## src/rtl/calc1_pkg.sv

```systemverilog
`default_nettype none
// ============================================================================
//  Module      : calc1_pkg
//  Description : Shared command/response encodings, driver FSM state type and
//                command classification helper for the calc1 port drivers.
//  Revision    : 1.0 - initial release
// ============================================================================
package calc1_pkg;

   // Command encodings understood by calc1 (zero-extended to 32 bits so they
   // can be compared against any configured command width)
   localparam logic [31:0] CMD_NOP = 32'd0;
   localparam logic [31:0] CMD_ADD = 32'd1;
   localparam logic [31:0] CMD_SUB = 32'd2;
   localparam logic [31:0] CMD_SHL = 32'd5;
   localparam logic [31:0] CMD_SHR = 32'd6;

   // Response codes on calc1's out_respN and on the driver's rsp_code
   localparam logic [1:0] RESP_NONE = 2'd0;
   localparam logic [1:0] RESP_OK   = 2'd1;
   localparam logic [1:0] RESP_ERR  = 2'd2;
   localparam logic [1:0] RESP_TMO  = 2'd3;

   // Port driver sequencing states
   typedef enum logic [2:0] {
      ST_IDLE = 3'd0,
      ST_CMD  = 3'd1,
      ST_OPND = 3'd2,
      ST_WAIT = 3'd3,
      ST_DONE = 3'd4
   } state_t;

   // True for the commands calc1 actually implements
   function automatic logic is_valid_cmd(input logic [31:0] cmd);
      return (cmd == CMD_ADD) || (cmd == CMD_SUB) ||
             (cmd == CMD_SHL) || (cmd == CMD_SHR);
   endfunction

endpackage
`default_nettype wire

```

## src/rtl/calc1_port_driver.sv

```systemverilog
`default_nettype none
// ============================================================================
//  Module      : calc1_port_driver
//  Description : Upstream request sequencer for one calc1 port. Takes a whole
//                operation in one valid/ready transfer, plays it out as the
//                two-cycle calc1 port protocol (cmd+op1, then 0+op2), waits
//                for the response (or a local timeout) and presents it on a
//                valid/ready result interface.
//                Optional macro CALC1_CMD_FILTER_EN: unsupported commands are
//                answered locally with an error and never reach calc1.
//  Revision    : 1.0 - initial release
// ============================================================================
module calc1_port_driver
   import calc1_pkg::*;
#(
   parameter int TIMEOUT_CYCLES = 16,
   parameter int DATA_W         = 32,
   parameter int CMD_W          = 4
) (
   input  logic              c_clk,
   input  logic              reset_n,
   // upstream request
   input  logic              req_valid,
   output logic              req_ready,
   input  logic [CMD_W-1:0]  req_cmd,
   input  logic [DATA_W-1:0] req_op1,
   input  logic [DATA_W-1:0] req_op2,
   // calc1 port
   output logic [CMD_W-1:0]  calc_cmd_out,
   output logic [DATA_W-1:0] calc_data_out,
   input  logic [1:0]        calc_resp_in,
   input  logic [DATA_W-1:0] calc_data_in,
   // downstream result
   output logic              rsp_valid,
   input  logic              rsp_ready,
   output logic [1:0]        rsp_code,
   output logic [DATA_W-1:0] rsp_data
);

   localparam logic [7:0] c_tmo_limit = 8'(TIMEOUT_CYCLES);

   state_t            r_state;
   logic              r_req_ready;
   logic [CMD_W-1:0]  r_calc_cmd;
   logic [DATA_W-1:0] r_calc_data;
   logic [DATA_W-1:0] r_op2;
   logic              r_rsp_valid;
   logic [1:0]        r_rsp_code;
   logic [DATA_W-1:0] r_rsp_data;
   logic [7:0]        r_cnt;

   logic              w_accept;
   logic              w_forward;
   logic [7:0]        w_cnt_nxt;

   assign w_accept  = req_valid && r_req_ready;
   assign w_cnt_nxt = r_cnt + 8'd1;

   // Decide whether an accepted command is sent to calc1 or answered locally
`ifdef CALC1_CMD_FILTER_EN
   assign w_forward = is_valid_cmd(32'(req_cmd));
`else
   assign w_forward = 1'b1;
`endif

   // Request sequencing FSM; every output comes straight from a register.
   // op1 goes onto the port on the accept edge, so only op2 needs holding.
   always_ff @(posedge c_clk or negedge reset_n) begin
      if (!reset_n) begin
         r_state     <= ST_IDLE;
         r_req_ready <= 1'b0;
         r_calc_cmd  <= '0;
         r_calc_data <= '0;
         r_op2       <= '0;
         r_rsp_valid <= 1'b0;
         r_rsp_code  <= RESP_NONE;
         r_rsp_data  <= '0;
         r_cnt       <= '0;
      end else begin
         case (r_state)
            ST_IDLE: begin
               r_req_ready <= 1'b1;
               if (w_accept) begin
                  r_req_ready <= 1'b0;
                  r_op2       <= req_op2;
                  if (w_forward) begin
                     r_calc_cmd  <= req_cmd;
                     r_calc_data <= req_op1;
                     r_state     <= ST_CMD;
                  end else begin
                     r_rsp_valid <= 1'b1;
                     r_rsp_code  <= RESP_ERR;
                     r_rsp_data  <= '0;
                     r_state     <= ST_DONE;
                  end
               end
            end
            ST_CMD: begin
               r_calc_cmd  <= CMD_W'(CMD_NOP);
               r_calc_data <= r_op2;
               r_state     <= ST_OPND;
            end
            ST_OPND: begin
               r_calc_data <= '0;
               r_cnt       <= '0;
               r_state     <= ST_WAIT;
            end
            ST_WAIT: begin
               // A real response takes priority over an expiring timeout
               if (calc_resp_in != RESP_NONE) begin
                  r_rsp_valid <= 1'b1;
                  r_rsp_code  <= calc_resp_in;
                  r_rsp_data  <= (calc_resp_in == RESP_OK) ? calc_data_in : '0;
                  r_state     <= ST_DONE;
               end else if (w_cnt_nxt == c_tmo_limit) begin
                  r_rsp_valid <= 1'b1;
                  r_rsp_code  <= RESP_TMO;
                  r_rsp_data  <= '0;
                  r_state     <= ST_DONE;
               end else begin
                  r_cnt <= w_cnt_nxt;
               end
            end
            ST_DONE: begin
               if (rsp_ready) begin
                  r_rsp_valid <= 1'b0;
                  r_rsp_code  <= RESP_NONE;
                  r_rsp_data  <= '0;
                  r_req_ready <= 1'b1;
                  r_state     <= ST_IDLE;
               end
            end
            default: begin
               r_state     <= ST_IDLE;
               r_req_ready <= 1'b0;
               r_calc_cmd  <= '0;
               r_calc_data <= '0;
               r_rsp_valid <= 1'b0;
               r_rsp_code  <= RESP_NONE;
               r_rsp_data  <= '0;
            end
         endcase
      end
   end

   assign req_ready     = r_req_ready;
   assign calc_cmd_out  = r_calc_cmd;
   assign calc_data_out = r_calc_data;
   assign rsp_valid     = r_rsp_valid;
   assign rsp_code      = r_rsp_code;
   assign rsp_data      = r_rsp_data;

endmodule
`default_nettype wire

```

## config.mk

```make
export PLATFORM = sky130hd
export DESIGN_NAME = calc1_port_driver
export DESIGN_NICKNAME = d
export VERILOG_FILES = /design/src/rtl/calc1_pkg.sv /design/src/rtl/calc1_port_driver.sv
export SDC_FILE = /design/constraint.sdc
export NUM_CORES = 1
export LEC_CHECK = 0
export BUFFER_PORTS_ARGS = -buffer_cell sky130_fd_sc_hd__clkbuf_2
export CAP_MARGIN = 20
export CORE_ASPECT_RATIO = 1.1
export CORE_UTILIZATION = 45
export CTS_CLUSTER_SIZE = 16
export DETAILED_ROUTE_END_ITERATION = 10
export PLACE_DENSITY = 0.76
export SLEW_MARGIN = 30
export SYNTH_ARGS = -nofsm -noshare
export SYNTH_HDL_FRONTEND = slang
export SYNTH_SLANG_ARGS = --single-unit
```

## constraint.sdc

```tcl
create_clock -name c_clk -period 5.2 [get_ports c_clk]
set_input_delay 0 -clock c_clk [delete_from_list [all_inputs] [get_ports c_clk]]
set_output_delay 0 -clock c_clk [all_outputs]
set_load 0.01 [all_outputs]
```

; ---- Word-level counts from Yosys, hierarchy flattened
; Index checks and enable logic that the tools add are counted.
[word_totals]
ff_bits = 115
elab_cells = 68
output_inout_bits = 72
[op_classes]
n_eq_ne = 11
reduce_logical = 15
addsub = 1
n_mux = 28
n_bitwise = 4
[ops]
columns = op, count
row1 = 32-bit case mux with 3 select lines, 2
row2 = 32-bit 2-to-1 mux, 5
row3 = 8-bit 2-to-1 mux, 2
row4 = 8-bit case mux with 2 select lines, 1
row5 = 3-bit case mux with 5 select lines, 1
row6 = 3-bit 2-to-1 mux, 4
row7 = 3-bit AND reduction, 3
row8 = 3-bit OR reduction, 3
row9 = "8-bit by 1-bit adder with 8-bit output, second input constant", 1
row10 = "8-bit by 5-bit == test with 1-bit output, second input constant", 1
row11 = "2-bit != test, second input constant", 4
row12 = 4-bit case mux with 2 select lines, 1
row13 = 2-bit AND reduction, 4
row14 = "3-bit by 2-bit == test with 1-bit output, second input constant", 2
row15 = 2-bit 2-to-1 mux, 3
row16 = 1-bit case mux with 3 select lines, 2
row17 = 2-bit case mux with 3 select lines, 1
row18 = 1-bit 2-to-1 mux, 5
row19 = 4-bit 2-to-1 mux, 1
row20 = 1-bit inverter, 4
row21 = 2-bit nonzero test, 2
row22 = "3-bit by 1-bit == test with 1-bit output, second input constant", 1
row23 = "3-bit == test, second input constant", 1
row24 = 3-bit logical NOT, 1
row25 = other kinds (4), 4

; ---- Longest topological paths before layout
[depth]
depth_word = 5
ltp_mapped = 7
mapped_depth_nobuf = 6

; ---- Worst setup path before layout
; Ideal clock, no wire load.
[synth_timing]
path_type = reg-to-reg
start = register r_cnt[0]
end = register r_rsp_data[10], in the netlist rsp_data[10]
setup_slack_ns = 3.221
t_arrival_ns = 1.858
required_time_ns = 5.079
path_stages_with_launch = 8
path_buffers = 1
setup_time_ns = 0.121
cell_sequence = dfrtp_1 -> ha_1 -> and3_2 -> mux2i_1 -> a211oi_4 -> o31ai_4 -> buf_6 -> a22o_1
[synth_between]
elab_chain_len = 4
[synth_lines]
columns = item, line
row1 = start: declaration, calc1_port_driver.sv:50  ; logic [7:0] r_cnt;
row2 = start signal: assignment, calc1_port_driver.sv:121  ; r_cnt <= w_cnt_nxt;
row3 = 8-bit by 1-bit adder with 8-bit output, calc1_port_driver.sv:57  ; assign w_cnt_nxt = r_cnt + 8'd1;
row4 = 8-bit by 5-bit == test with 1-bit output, calc1_port_driver.sv:115  ; end else if (w_cnt_nxt == c_tmo_limit) begin
row5 = 3-bit != test (no source line), -
row6 = 3-bit AND reduction (no source line), -
row7 = end signal: assignment, calc1_port_driver.sv:113  ; r_rsp_data <= (calc_resp_in == RESP_OK) ? calc_data_in : '0;
row8 = end: declaration, calc1_port_driver.sv:49  ; logic [DATA_W-1:0] r_rsp_data;
; No other way between the ends.
; A chain may end at the register's enable or synchronous reset.

; ---- Worst setup path after layout
[layout_timing]
start = register r_state[0]
end = register r_calc_data[21], in the netlist calc_data_out[21]
[layout_between]
elab_chain_len = 4
word_cells_on_any_way = 9
cone_classes = eq/ne (4) / mux (1) / bitwise (1) / reduce/logical (3)
[layout_lines]
columns = item, line
row1 = start: declaration, calc1_port_driver.sv:42  ; state_t r_state;
row2 = start signal: assignment, calc1_port_driver.sv:70  ; r_state <= ST_IDLE;
row3 = start signal: assignment, calc1_port_driver.sv:89  ; r_state <= ST_CMD;
row4 = start signal: assignment, calc1_port_driver.sv:94  ; r_state <= ST_DONE;
row5 = branches (longest 4 deep; another with 32-bit case mux with 3 select lines), -
row6 = end signal: assignment, calc1_port_driver.sv:88  ; r_calc_data <= req_op1;
row7 = end signal: assignment, calc1_port_driver.sv:100  ; r_calc_data <= r_op2;
row8 = end: declaration, calc1_port_driver.sv:45  ; logic [DATA_W-1:0] r_calc_data;
; Several ways; the timed one is not identified.

==> results by group <==
Placement
  – Final HPWL DP: 8010 um
  – Pre-CTS setup slack: 2.66 ns
  – Placed Area: 5890 um2
  – Port-buffer cells: 177
  – GP Congestion: 0.852

Floorplanning
  – # rows: 39
  – I/O pin count: 178
  – Die Wd: 102 um
  – Initial core utilization: 0.467
  – Die Area: 11,300 um2
  – Die height: 111 um
  – Core area: 10,500 um2

Logic synthesis
  – Synthesized area: 4900 um2
  – Number of synthesized flops with an enable pin: 0
  – Leading area contributor after synthesis: dfrtp_1
  – Syn avg cell area: 11.8 um2
  – Synth top area share: 0.587
  – Most frequent cell after synthesis: dfrtp_1
  – Post-synthesis sequential area ratio: 0.587
  – Commonest cells post-synth: dfrtp_1 (115), nor2_1 (40), a21oi_1 (35)
  – Synth Register Bits: 115
  – Ys async rst share: 1.00
  – Main area contributors after synthesis: dfrtp_1 (59%), mux2_2 (7.4%), a22o_1 (5.7%), a22oi_1 (4.9%), a21oi_1 (3.6%)
  – Ys flop type: dfrtp_1
  – Synth cell types: 54
  – Synth warn: 0
  – Synth Net Count: 522
  – Synth Instances: 414

Layout
  – Nets: 797
  – Fill cells: 704
  – ANT cells: 0
  – Synth-to-Final Area Change: 53.4%
  – Layout cells sized above 1: 0.374
  – Final Cell Area: 7520 um2
  – Multi-input logic area: 1880 um2
  – FF+latch area: 2880 um2

Routing
  – WL/cell: 17.9 um
  – Total iterations of the first detailed-routing run: 4
  – Vias per Instance: 5.45
  – Initial DRC count: 266
  – DRT antenna net count: 0
  – Vias post-DR: 4,598
  – Residual DRC: 0
  – WL final: 15,100 um

Global route
  – Pin count of the biggest net entering global routing: 62
  – Total GRT Usage: 0.283
  – Number of antenna violations at the first check in global routing: 0
  – Vias in the first global route: 4,881
  – Gr ovfl total: 0
  – First-pass GRT wire length: 24,400 um

Power and ir drop
  – Pwr/cell area: 593 nW/um2
  – Leak Pwr: 3.63 nW
  – Tot Pwr: 0.00446 W
  – Peak supply drop: 0.000499 V

CTS
  – Clock buffer depth: 2
  – Clock sinks: 115
  – H-tree depth: 4
  – Clock-pin slew on the worst setup and hold paths: 0.05 ns
  – Worst skew pair latency: 0.42 ns
  – Root Driver: clkbuf_16
  – Post-CTS sizing: 0
  – Inserted Clock Buffers: 17
  – CTS tree: yes

Timing
  – Worst setup margin: 2.61 ns
  – Final setup viols: 0
  – Slew HR: 0.481
  – Fin. Hold Viols: 0
  – Fin crit period: 2.59 ns
  – Max-slew violations: 0
  – Final Cycle Share: 0.499
  – Clk_skew: 0.00864 ns
  – Fmax: 385 MHz
  – Final setup TNS: 0 ns
  – Worst-margin pin slew: 0.778 ns
  – RSZ-0062 raised after global routing: no

Setup path
  – Reg-to-reg slack, setup: 2.61 ns
  – CP startpoint kind: flop
  – Critical-path maximum fanout: 33
  – Crit Path Class: flop to flop
  – WP data arrival: 2.91 ns
  – WP data required: 5.52 ns
  – Critical path capture point type: flop

Run
  – Maxcap violations: 0

Worst hold path
  – Min-delay worst type: input pin to flop

Outcome
  – Status: finished clean
worst paths after layout:
| check | start | endpoint | cells after the start |
|---|---|---|---|
| setup / recovery | r_state[0]$_DFFE_PN0P_ | calc_data_out[21]$_DFFE_PN0P_ | 6 |
| hold / removal | req_valid | r_state[0]$_DFFE_PN0P_ | 4 |
| setup reg to reg | r_state[0]$_DFFE_PN0P_ | calc_data_out[21]$_DFFE_PN0P_ | 6 |
| hold reg to reg | calc_cmd_out[1]$_DFFE_PN0P_ | calc_cmd_out[1]$_DFFE_PN0P_ | 2 |
| max in group asynchronous | reset_n | r_op2[24]$_DFFE_PN0P_ | 3 |
| min in group asynchronous | reset_n | calc_cmd_out[1]$_DFFE_PN0P_ | 2 |
per-stage QoR:
stage	instances	hold slack (ns)	utilization
floorplan	414	-0.296	-
global placement	708	0.0840	0.560
CTS	844	0.108	0.716
finish	844	0.132	0.717
global route	844	0.222	0.717
detailed placement	709	0.0846	0.561
registers in the layout, indices dropped and copies added, names as in the netlist:
name / cells
r_cnt: 8
calc_data_out: 32
r_op2: 32
rsp_code: 2
r_state: 3
rsp_valid: 1
calc_cmd_out: 4
rsp_data: 32
req_ready: 1
cells in the final DEF, fill, tap and decap left out, types with 2 or more instances in the layout:
cell	instances
clkbuf_2	176
dfrtp_1	115
dlygate4sd3_1	104
nor2_1	40
a21oi_1	35
mux2_2	32
a22o_1	32
a22oi_1	32
nand2_1	20
clkbuf_16	17
buf_4	7
o21ai_0	6
nand3_1	6
clkbuf_8	4
nand4_1	3
and2_1	3
nor3_1	3
a31oi_1	3
nor3b_1	3
clkinvlp_4	3
and3_1	2
inv_1	2
a2bb2oi_1	2
o221a_2	2
a22o_2	2
o311ai_0	2
or4_1	2
nor4_1	2
a311o_1	2
ha_1	2
clkbuf_1	2
bufinv_16	2
clkinv_2	2
report_power, final:
group / leakage (nW) / internal (W) / switching [W] / total [W]
Sequential: 1.47 / 0.00131 / 0.000299 / 0.00160
Combinational: 1.88 / 0.000749 / 0.000956 / 0.00171
Clock: 0.281 / 0.000751 / 0.000399 / 0.00115
Total: 3.63 / 0.00281 / 0.00165 / 0.00446
cell families after synthesis:
group / Yosys count / share of synthesized area
adder cells (fa/ha/maj): 2 / 0.00510
XOR/XNOR: 1 / 0.00179
buffers and inverters: 34 / 0.0332
AND/OR/NAND/NOR: 95 / 0.0932
flip-flops: 115 / 0.587
AO/OA/AOI/OAI: 134 / 0.204
multiplexers: 33 / 0.0755
area by class of cell:
| type | instances | area share |
|---|---|---|
| flip-flops and latches | 115 | 0.383 |
| repair buffers | 288 | 0.264 |
| multi-input cells | 265 | 0.250 |
| clock buffers | 23 | 0.0649 |
| well taps | 143 | 0.0238 |
| clock inverters | 8 | 0.0135 |
| inverters | 2 | 0.000998 |
per-layer routing:
metal  track usage  vias to the layer above  share of wire
met5             0                        -              0
met4         0.125                        0          0.025
met3        0.0910                       36          0.076
met2         0.486                      230           0.51
met1         0.316                     2242           0.38
li1              -                     2090              -
critical path: stages (launching register included):
cell,delay [ns]
dfrtp_1,0.64
nor2b_1,0.29
nand2_1,0.26
o31a_2,0.63
buf_4,0.43
nor2_1,0.08
a21oi_1,0.17
timing repair:
item,4_1_cts,5_1_grt
endpoints found under the hold margin,158,0
buffers inserted,0,0
hold buffers,104,0
No activity file was read; power rests on OpenSTA's default activity.
